[config.mk]
export PLATFORM = sky130hd
export DESIGN_NAME = e203_itcm_icb_ctrl
export DESIGN_NICKNAME = d
export VERILOG_FILES = /design/src/rtl/e203_itcm_icb_ctrl.sv
export SDC_FILE = /design/constraint.sdc
export NUM_CORES = 1
export LEC_CHECK = 0
export CAP_MARGIN = 20
export CORE_AREA = 3 3 170 172
export CTS_CLUSTER_SIZE = 8
export DETAILED_ROUTE_END_ITERATION = 7
export DIE_AREA = 0 0 173 175
export GPL_ROUTABILITY_DRIVEN = 0
export SYNTH_ARGS = -nofsm -noshare
export SYNTH_HDL_FRONTEND = slang
export SYNTH_SLANG_ARGS = --single-unit
[constraint.sdc]
create_clock -name clk -period 11.2 [get_ports clk]
set_input_delay 2.24 -clock clk [delete_from_list [all_inputs] [get_ports clk]]
set_output_delay 2.24 -clock clk [all_outputs]
set_load 0.02 [all_outputs]
[src/rtl/e203_itcm_icb_ctrl.sv]
// ITCM ICB slave: drives a 1-cycle-latency single-port SRAM and returns in-order responses through a small bypassable FIFO.
// Optional: define E203_ITCM_ADDR_CHK_EN to answer out-of-range addresses with an error response.
`timescale 1ns/1ps

module e203_itcm_icb_ctrl #(
    parameter int unsigned ITCM_AW   = 16,
    parameter int unsigned DW        = 64,
    parameter int unsigned RSP_DEPTH = 2
) (
    input  logic                 clk,
    input  logic                 rst,
    input  logic                 icb_cmd_valid,
    output logic                 icb_cmd_ready,
    input  logic [31:0]          icb_cmd_addr,
    input  logic                 icb_cmd_read,
    input  logic [DW-1:0]        icb_cmd_wdata,
    input  logic [7:0]           icb_cmd_wmask,
    output logic                 icb_rsp_valid,
    input  logic                 icb_rsp_ready,
    output logic                 icb_rsp_err,
    output logic [DW-1:0]        icb_rsp_rdata,
    output logic                 itcm_holdup,
    output logic                 ram_cs,
    output logic                 ram_we,
    output logic [ITCM_AW-4:0]   ram_addr,
    output logic [7:0]           ram_wem,
    output logic [DW-1:0]        ram_din,
    input  logic [DW-1:0]        ram_dout
);

    typedef struct packed {
        logic          err;
        logic [DW-1:0] rdata;
    } rsp_t;

    logic       cmd_fire;
    logic       addr_err;
    logic       rsp_fire;
    logic       push;
    logic       pop_buf;
    logic       buf_empty;
    logic       inflight;
    logic       inflight_read;
    logic       inflight_err;
    logic       rd_ptr;
    logic       wr_ptr;
    logic [1:0] count;
    rsp_t       buf_q [RSP_DEPTH];
    rsp_t       cap;
    rsp_t       head;

`ifdef E203_ITCM_ADDR_CHK_EN
    logic unused_addr;
    assign unused_addr = ^icb_cmd_addr[2:0];
    assign addr_err    = |icb_cmd_addr[31:ITCM_AW];
`else
    logic unused_addr;
    assign unused_addr = ^{icb_cmd_addr[31:ITCM_AW], icb_cmd_addr[2:0]};
    assign addr_err    = 1'b0;
`endif

    function automatic logic ptr_inc(input logic p);
        return (RSP_DEPTH == 1) ? 1'b0 : ~p;
    endfunction

    // Command side: SRAM is strobed in the same cycle a command is accepted.
    assign cmd_fire = icb_cmd_valid & icb_cmd_ready;
    assign ram_cs   = cmd_fire & ~addr_err;
    assign ram_we   = ~icb_cmd_read;
    assign ram_wem  = icb_cmd_read ? 8'h00 : icb_cmd_wmask;
    assign ram_addr = icb_cmd_addr[ITCM_AW-1:3];
    assign ram_din  = icb_cmd_wdata;

    // SRAM output is only meaningful the cycle after a read strobe.
    assign cap.err   = inflight_err;
    assign cap.rdata = inflight_read ? ram_dout : '0;

    assign buf_empty     = (count == 2'd0);
    assign head          = buf_empty ? (inflight ? cap : '0) : buf_q[rd_ptr];
    assign icb_rsp_valid = ~buf_empty | inflight;
    assign icb_rsp_err   = head.err;
    assign icb_rsp_rdata = head.rdata;
    assign rsp_fire      = icb_rsp_valid & icb_rsp_ready;

    // An in-flight response bypasses straight out when the FIFO is empty and the IFU takes it.
    assign pop_buf = rsp_fire & ~buf_empty;
    assign push    = inflight & ~(rsp_fire & buf_empty);

    // Accept only if every outstanding response still has a slot after this cycle's pop.
    assign icb_cmd_ready = (32'(count) + 32'(inflight)) < (RSP_DEPTH + 32'(rsp_fire));

    always_ff @(posedge clk or posedge rst) begin
        if (rst) begin
            inflight      <= 1'b0;
            inflight_read <= 1'b0;
            inflight_err  <= 1'b0;
            itcm_holdup   <= 1'b0;
            count         <= 2'd0;
            rd_ptr        <= 1'b0;
            wr_ptr        <= 1'b0;
        end else begin
            inflight      <= cmd_fire;
            inflight_read <= cmd_fire & icb_cmd_read & ~addr_err;
            inflight_err  <= cmd_fire & addr_err;
            if (cmd_fire) begin
                itcm_holdup <= icb_cmd_read & ~addr_err;
            end
            if (push) begin
                wr_ptr <= ptr_inc(wr_ptr);
            end
            if (pop_buf) begin
                rd_ptr <= ptr_inc(rd_ptr);
            end
            count <= count + 2'(push) - 2'(pop_buf);
        end
    end

    // Payload storage needs no reset; occupancy is tracked by count.
    always_ff @(posedge clk) begin
        if (push) begin
            buf_q[wr_ptr] <= cap;
        end
    end

endmodule

==> key figures, run 1 <==
Run status
  – Outcome: completed

Yosys
  – Post-synth EDFFs: ~130
  – Cell variety after synth: 29
  – Synthesized-area fraction occupied by adder cells: less than 1%
  – Synth Area in Simple Gates: about an eighth
  – Yosys top cell by area: edfxtp_1
  – Most used DFF post-synth: edfxtp_1
  – Post-synth top area share: a little under three fifths
  – Synthesized area per cell: approximately 13 µm²
  – Compound-Gate Fraction of Synth Area: 5.73%
  – Post-synthesis xor/xnor area fraction: less than 1%
  – Gate count after technology mapping: between 500 and 600
  – Most instantiated library cell after synthesis: edfxtp_1
  – Synth top area cells: edfxtp_1, mux2i_1, buf_4
  – Post-synth top cells: edfxtp_1, buf_4, and2_1
  – Synthesis Warnings: 0
  – Mapped cell area: roughly 6800 µm²
  – Mux contribution to synthesized area: a little under a tenth
  – Largest family of logic cells by synthesized area: simple AND/OR/NAND/NOR gates
  – Yosys reg bits: ~140
  – Register area share after synthesis: roughly three fifths
  – Synth Net Count: just over 700
  – Post-synth ARST share: under 10%

Global route
  – GR Overflow Total: 0
  – Initial antenna violation count: 0
  – GR Util All Layers: under 10%
  – Largest net degree at the start of global routing: 67
  – First-pass GRT wire length: roughly 23 mm
  – Vias in the first global route: 4273

Clock network
  – PostCTS Resize Cnt: 0
  – CTS root buf: clkbuf_16
  – CTS tree: done
  – Hold_buf cts: 0
  – TritonCTS buffer count: 17
  – Clock transition at path regs: ~60 ps
  – Clk Latency, worst-skew pair: a little over 400 ps
  – Clk sinks: approximately 140
  – Post-CTS setup buffers: 0
  – H-tree depth: 4
  – Longest Clk Path Bufs: 2

STA
  – Fmax: between 150 and 200 MHz
  – Tcrit/Tclk final: a little over half
  – Setup TNS: 0 ps
  – RSZ-0062 raised after global routing: false
  – Worst Skew: about 12 ps
  – Worst-Margin Slew: 1020 ps
  – Slew headroom: between 30% and 40%
  – Final min period: slightly above 6000 ps
  – Final hold slack: approximately 550 ps
  – Max-slew violations: 0
  – Endpoints failing setup: 0
  – Hold Vio Cnt, Final: 0

Worst setup path
  – Buffers & Inverters on Critical Path: 2
  – Worst path slowest cell: clkdlybuf4s50_1
  – Worst Setup End Kind: primary output
  – CP peak stage delay: a little over 600 ps
  – R2r setup slk: roughly 8000 ps
  – Worst path cell trace: clkdlybuf4s50_1 > nand2b_1 > o21a_1 > nor2_1 > clkdlybuf4s50_1
  – Worst Setup SP: icb_rsp_ready
  – R2r worst-path depth: 4
  – CP required: around 9000 ps
  – CP top delay family: buffers and inverters
  – FF-to-FF End: buf_q[0][51]
  – CP Class: in -> out
  – CP Launch Type: input port
  – Reg-to-reg startpoint: inflight
  – Worst EP arrival: approximately 3900 ps
  – CP most frequent cell: clkdlybuf4s50_1
  – Critical path fanouts, max: 4

Finish
  – # fillers: approximately 2800
  – Ant. Diodes: 0
  – Area occupied by multi-input gates: 2000 µm²
  – Post-Layout Cell Count: 996
  – Core Util, Final: 31.4%
  – Seq. cell area: slightly above 4000 µm²
  – Nets: approximately 780
  – Share of cells above drive strength 1: under 10%
  – Layout area overhead: 27.1%

Route
  – ANT nets after route: 0
  – DR iter-0 viols: ~160
  – Drt total wl: 14.5 mm
  – Post-route DRC: 0
  – Routed length per instance: 14.6 µm
  – Vias: slightly above 4000
  – DR vias/cell: 4.11
  – Drt pass-1 iters: 5

Worst hold path
  – Min-delay src: wr_ptr
  – WHS Path Cells: 1
  – HP Class: reg -> reg
  – WHS Endpoint: wr_ptr

Pwr
  – Int Power: approximately 0.0015 W
  – Switching share of power: a little under two fifths
  – Combinational share of power: roughly 44%
  – Worst IR Drop VDD: 257 µV
  – Total power: ~0.0023 W
  – Sequential share of power: between 30% and 40%
  – Leak: between 3 and 4 nW
  – PD cells: between 200 and 300 nW/µm²
  – Clk network pwr share: around 23%
  – Net Switching: 0.000868 W

Floorplanning
  – Die area: approximately 30000 µm²
  – Starting Density: 24.7%
  – Die Wd: about 170 µm
  – Rows: 61
  – Die Span Y: between 150 and 200 µm
  – IO Count: 328
  – Core Region: around 28000 µm²

Job
  – Max-Cap Viols: 0

Placed design
  – # port buffers: around 150
  – Post-DP HPWL: around 8.9 mm
  – Post-Place Cells: approximately 960
==> worst register-to-register path: cells and delay by family, from the launching register on <==
family	cells	cell delay (ps)
buffers and inverters	2	1260
AOI/OAI and AO/OA	1	340
DFF	1	350
and+or+nand+nor	1	860
==> how the worst max path moves through the flow <==
stage                             end  slack (ps)  cells past startpoint
after floorplan           buf_q[0][0]        5450                      2
after global placement         ram_cs        5060                      5
after detailed placement       ram_cs        5070                      5
after CTS                      ram_cs        5060                      5
after global routing           ram_cs        4970                      5
final                          ram_cs        5080                      5
==> per-stage QoR <==
stage	cell area [µm²]	setup slack [ps]
2_1_floorplan	6820	5450
3_3_place_gp	8080	5060
4_1_cts	8640	5060
3_5_place_dp	8080	5070
5_1_grt	8670	4970
6_report	8670	5080
==> cells by family after synthesis <==
logic type,after synthesis
other cells,1
buf+inv,118
fa+ha+maj,4
flops,135
compound gates,68
xor+xnor,4
simple gates,147
mux,64
==> area by class of cell <==
| class | count | share of cell area (%) |
|---|---|---|
| Clock buffer | 17 | 4.91 |
| Clock inverter | 14 | 1.54 |
| Inverter | 5 | 0.217 |
| Multi-Input combinational cell | 288 | 23.0 |
| Sequential cell | 135 | 46.4 |
| Tap cell | 378 | 5.46 |
| Timing Repair Buffer | 159 | 18.4 |
==> layer usage <==
| metal | vias to the layer above | track usage (%) | share of wire (%) |
|---|---|---|---|
| li1 | 1989 | - | - |
| met1 | 1942 | 11.7 | 44 |
| met2 | 124 | 16.0 | 48 |
| met3 | 34 | 3.17 | 5.7 |
| met4 | 0 | 4.26 | 1.9 |
| met5 | - | 0 | 0 |
==> state kept, by name (all words and copies together), names as in the netlist <==
name and cells:
inflight_read 1, inflight 1, buf_q 128, count 2, rd_ptr 1, wr_ptr 1
itcm_holdup 1
==> power groups by stage <==
stage	Clock (W)	Combinational, W	Sequential [W]
after global placement	0	0.00103	0.000802
after floorplan	0	0.000707	0.000756
after CTS	0.000552	0.00103	0.000795
final	0.000536	0.00102	0.000781
after global routing	0.000576	0.00111	0.000799
after detailed placement	0	0.00103	0.000805
==> cells in the final DEF, fill, tap and decap left out, types with 3 or more instances in the layout <==
cell type / netlist / routed
nor2b_1: 10 / 9
o21ai_1: 46 / 46
clkdlybuf4s50_1: 0 / 153
o21ai_2: 6 / 6
and2_1: 65 / 64
ha_1: 4 / 4
nand3_2: 6 / 6
nor3_1: 3 / 3
mux2i_1: 64 / 64
o21ai_0: 13 / 13
edfxtp_1: 128 / 128
clkinv_1: 0 / 4
dfrtp_1: 7 / 4
clkinvlp_4: 0 / 3
buf_4: 85 / 5
clkbuf_16: 0 / 17
nand3_1: 58 / 58
inv_1: 5 / 5
(Power assumes the default switching activity.)
==> run 2, diff against run 1 <==
==> constraint.sdc (replaced) <==
create_clock -name clk -period 5.15 [get_ports clk]
set_input_delay 1.03 -clock clk [delete_from_list [all_inputs] [get_ports clk]]
set_output_delay 1.03 -clock clk [all_outputs]
set_load 0.02 [all_outputs]
==> run 2 against run 1 <==
Against the previous run:
- worst hold slack got worse by 5.0 ps
- register-to-register slack lost 5500 ps
- sequential power increased by 120%
- via count shrank 1.0%
- routed wire length increased by 1.8%
- worst setup slack got worse by 3700 ps
- die area stayed put
- critical path type is now reg -> out
- largest cell class unchanged
==> key figures, run 2 (synthesized netlist as in run 1, its figures left out) <==
Floorplanning
  – Die Wd: roughly 170 µm
  – Starting Density: 24.7%
  – Die Span Y: roughly 180 µm
  – Die area: approximately 30000 µm²
  – Rows: 61
  – Core Region: around 28000 µm²
  – IO Count: 328

Finish
  – Share of cells above drive strength 1: between 8 and 9%
  – Largest Register: buf_q
  – Ant. Diodes: 0
  – Top flop regs: buf_q (128), count (2)
  – Most frequent cells in the layout: clkdlybuf4s50_1, edfxtp_1, mux2i_1, and2_1, nand3_1
  – Max reg flops: about 130
  – Post-Layout Cell Count: approximately 1000
  – Nets: 783
  – Most common cell after layout, fill and taps aside: clkdlybuf4s50_1
  – Layout area overhead: 27.9%

Route
  – Post-route DRC: 0
  – Met2 Routed Length: around 7 mm
  – ANT nets after route: 0
  – Drt pass-1 iters: 4
  – Wl on met1: 6.59 mm
  – DR vias/cell: 4.06
  – Vias: 4047
  – DR iter-0 viols: between 100 and 150
  – Top Metal Used: met4
  – Drt total wl: roughly 15 mm
  – DR WL met3: between 800 and 900 µm
  – Routed length per instance: approximately 15 µm

STA
  – Fmax: 265 MHz
  – Max-slew violations: 0
  – Worst Skew: about 14 ps
  – RSZ-0062 raised after global routing: false
  – Setup TNS: 0 ps
  – Final hold slack: around 540 ps
  – Final min period: approximately 3800 ps
  – Worst setup margin: approximately 1400 ps
  – Worst-Margin Slew: roughly 1000 ps
  – Hold Vio Cnt, Final: 0
  – Slew headroom: between 30 and 40%
  – Endpoints failing setup: 0
  – Tcrit/Tclk final: between 70% and 80%

Global route
  – GR Util All Layers: 9.94%
  – Vias in the first global route: 4317
  – Largest net degree at the start of global routing: 73
  – Initial antenna violation count: 0
  – First-pass GRT wire length: approximately 23 mm
  – GR Overflow Total: 0

Placed design
  – Place WS: ~1400 ps
  – # port buffers: between 150 and 200
  – Post-Place Cells: about 960
  – Post-DP HPWL: 9.11 mm

Clock network
  – Post-CTS setup buffers: 0
  – CTS tree: done
  – Clock transition at path regs: about 60 ps
  – H-tree depth: 4
  – CTS root buf: clkbuf_16
  – PostCTS Resize Cnt: 0
  – Clk sinks: ~140
  – Clk Latency, worst-skew pair: about 420 ps
  – TritonCTS buffer count: 17
  – Longest Clk Path Bufs: 2
  – Hold_buf cts: 0

Worst setup path
  – CP required: 4120 ps
  – FF-to-FF End: buf_q[0][38]
  – Critical path fanouts, max: 33
  – CP top delay family: flip-flops
  – Worst path slowest cell: dfrtp_2
  – Worst Setup End Kind: primary output
  – CP Launch Type: flip-flop
  – CP peak stage delay: 820 ps
  – Worst EP arrival: 2740 ps
  – R2r worst-path depth: 3
  – Worst path cell trace: ha_1 > nand2b_1 > o21a_1 > nor2_1 > clkdlybuf4s50_1
  – R2r setup slk: 2460 ps
  – Reg-to-reg startpoint: inflight
  – CP Class: reg -> out
  – Buffers & Inverters on Critical Path: 1

Worst hold path
  – Min-delay src: wr_ptr
  – WHS Endpoint: wr_ptr
  – HP Class: reg -> reg
  – WHS Path Cells: 1

Run status
  – Outcome: completed

Pwr
  – Leak: between 3 and 4 nW
  – Worst IR Drop VDD: just under 400 µV
  – PD cells: 592 nW/µm²
  – Total power: between 0.005 and 0.006 W

Job
  – Max-Cap Viols: 0
[run 2: cell count changes in the layout (fill, tap and decap cells not counted)]
cell        change
buf_12          +3
buf_4           -3
bufinv_16       +1
clkbuf_1        +4
clkinvlp_4      -2
inv_6           -2
[run 2: cell type report]
cell class / count / area (µm²)
Clock buffer: 21 / 440
Clock inverter: 11 / 131
Fill cell: 2806 / 18900
Inverter: 5 / 18.8
Multi-Input combinational cell: 288 / 2000
Sequential cell: 135 / 4030
Tap cell: 378 / 473
Timing Repair Buffer: 159 / 1630
[run 2: power by group]
part	internal, W	leakage, nW	switching [W]
logic	0.000976	1.45	0.00126
registers	0.00155	1.32	0.000190
clock network	0.000753	0.275	0.000439
[run 2: worst reg2reg max path: cells and delay by family (launching register included)]
kind	cells	cell delay, ps
AOI/OAI and AO/OA	1	350
DFF	1	820
and+or+nand+nor	1	850
buffers and inverters	1	340
[run 2: worst max-delay path by stage]
stage                     slack [ps]  cells past startpoint                end          start
after floorplan                  610                      2        buf_q[0][0]  icb_rsp_ready
after detailed placement        1420                      5             ram_cs  icb_rsp_ready
after global routing            1130                      5  icb_rsp_rdata[27]       count[0]
after CTS                       1310                      5   icb_rsp_rdata[7]       count[0]
final                           1380                      5             ram_cs       inflight
after global placement          1430                      5             ram_cs  icb_rsp_ready
[run 2: per-stage QoR]
step,utilization (%),cell area [µm²]
after global placement,29.4,8120
after floorplan,-,6820
final,31.6,8720
after CTS,31.5,8690
after detailed placement,29.4,8120
after global routing,31.6,8720
[run 2: metal layers]
metal | up-vias | global-route usage [%]
met5 | - | 0
met4 | 0 | 4.36
met3 | 37 | 3.24
met2 | 126 | 16.4
met1 | 1887 | 11.9
li1 | 1997 | -
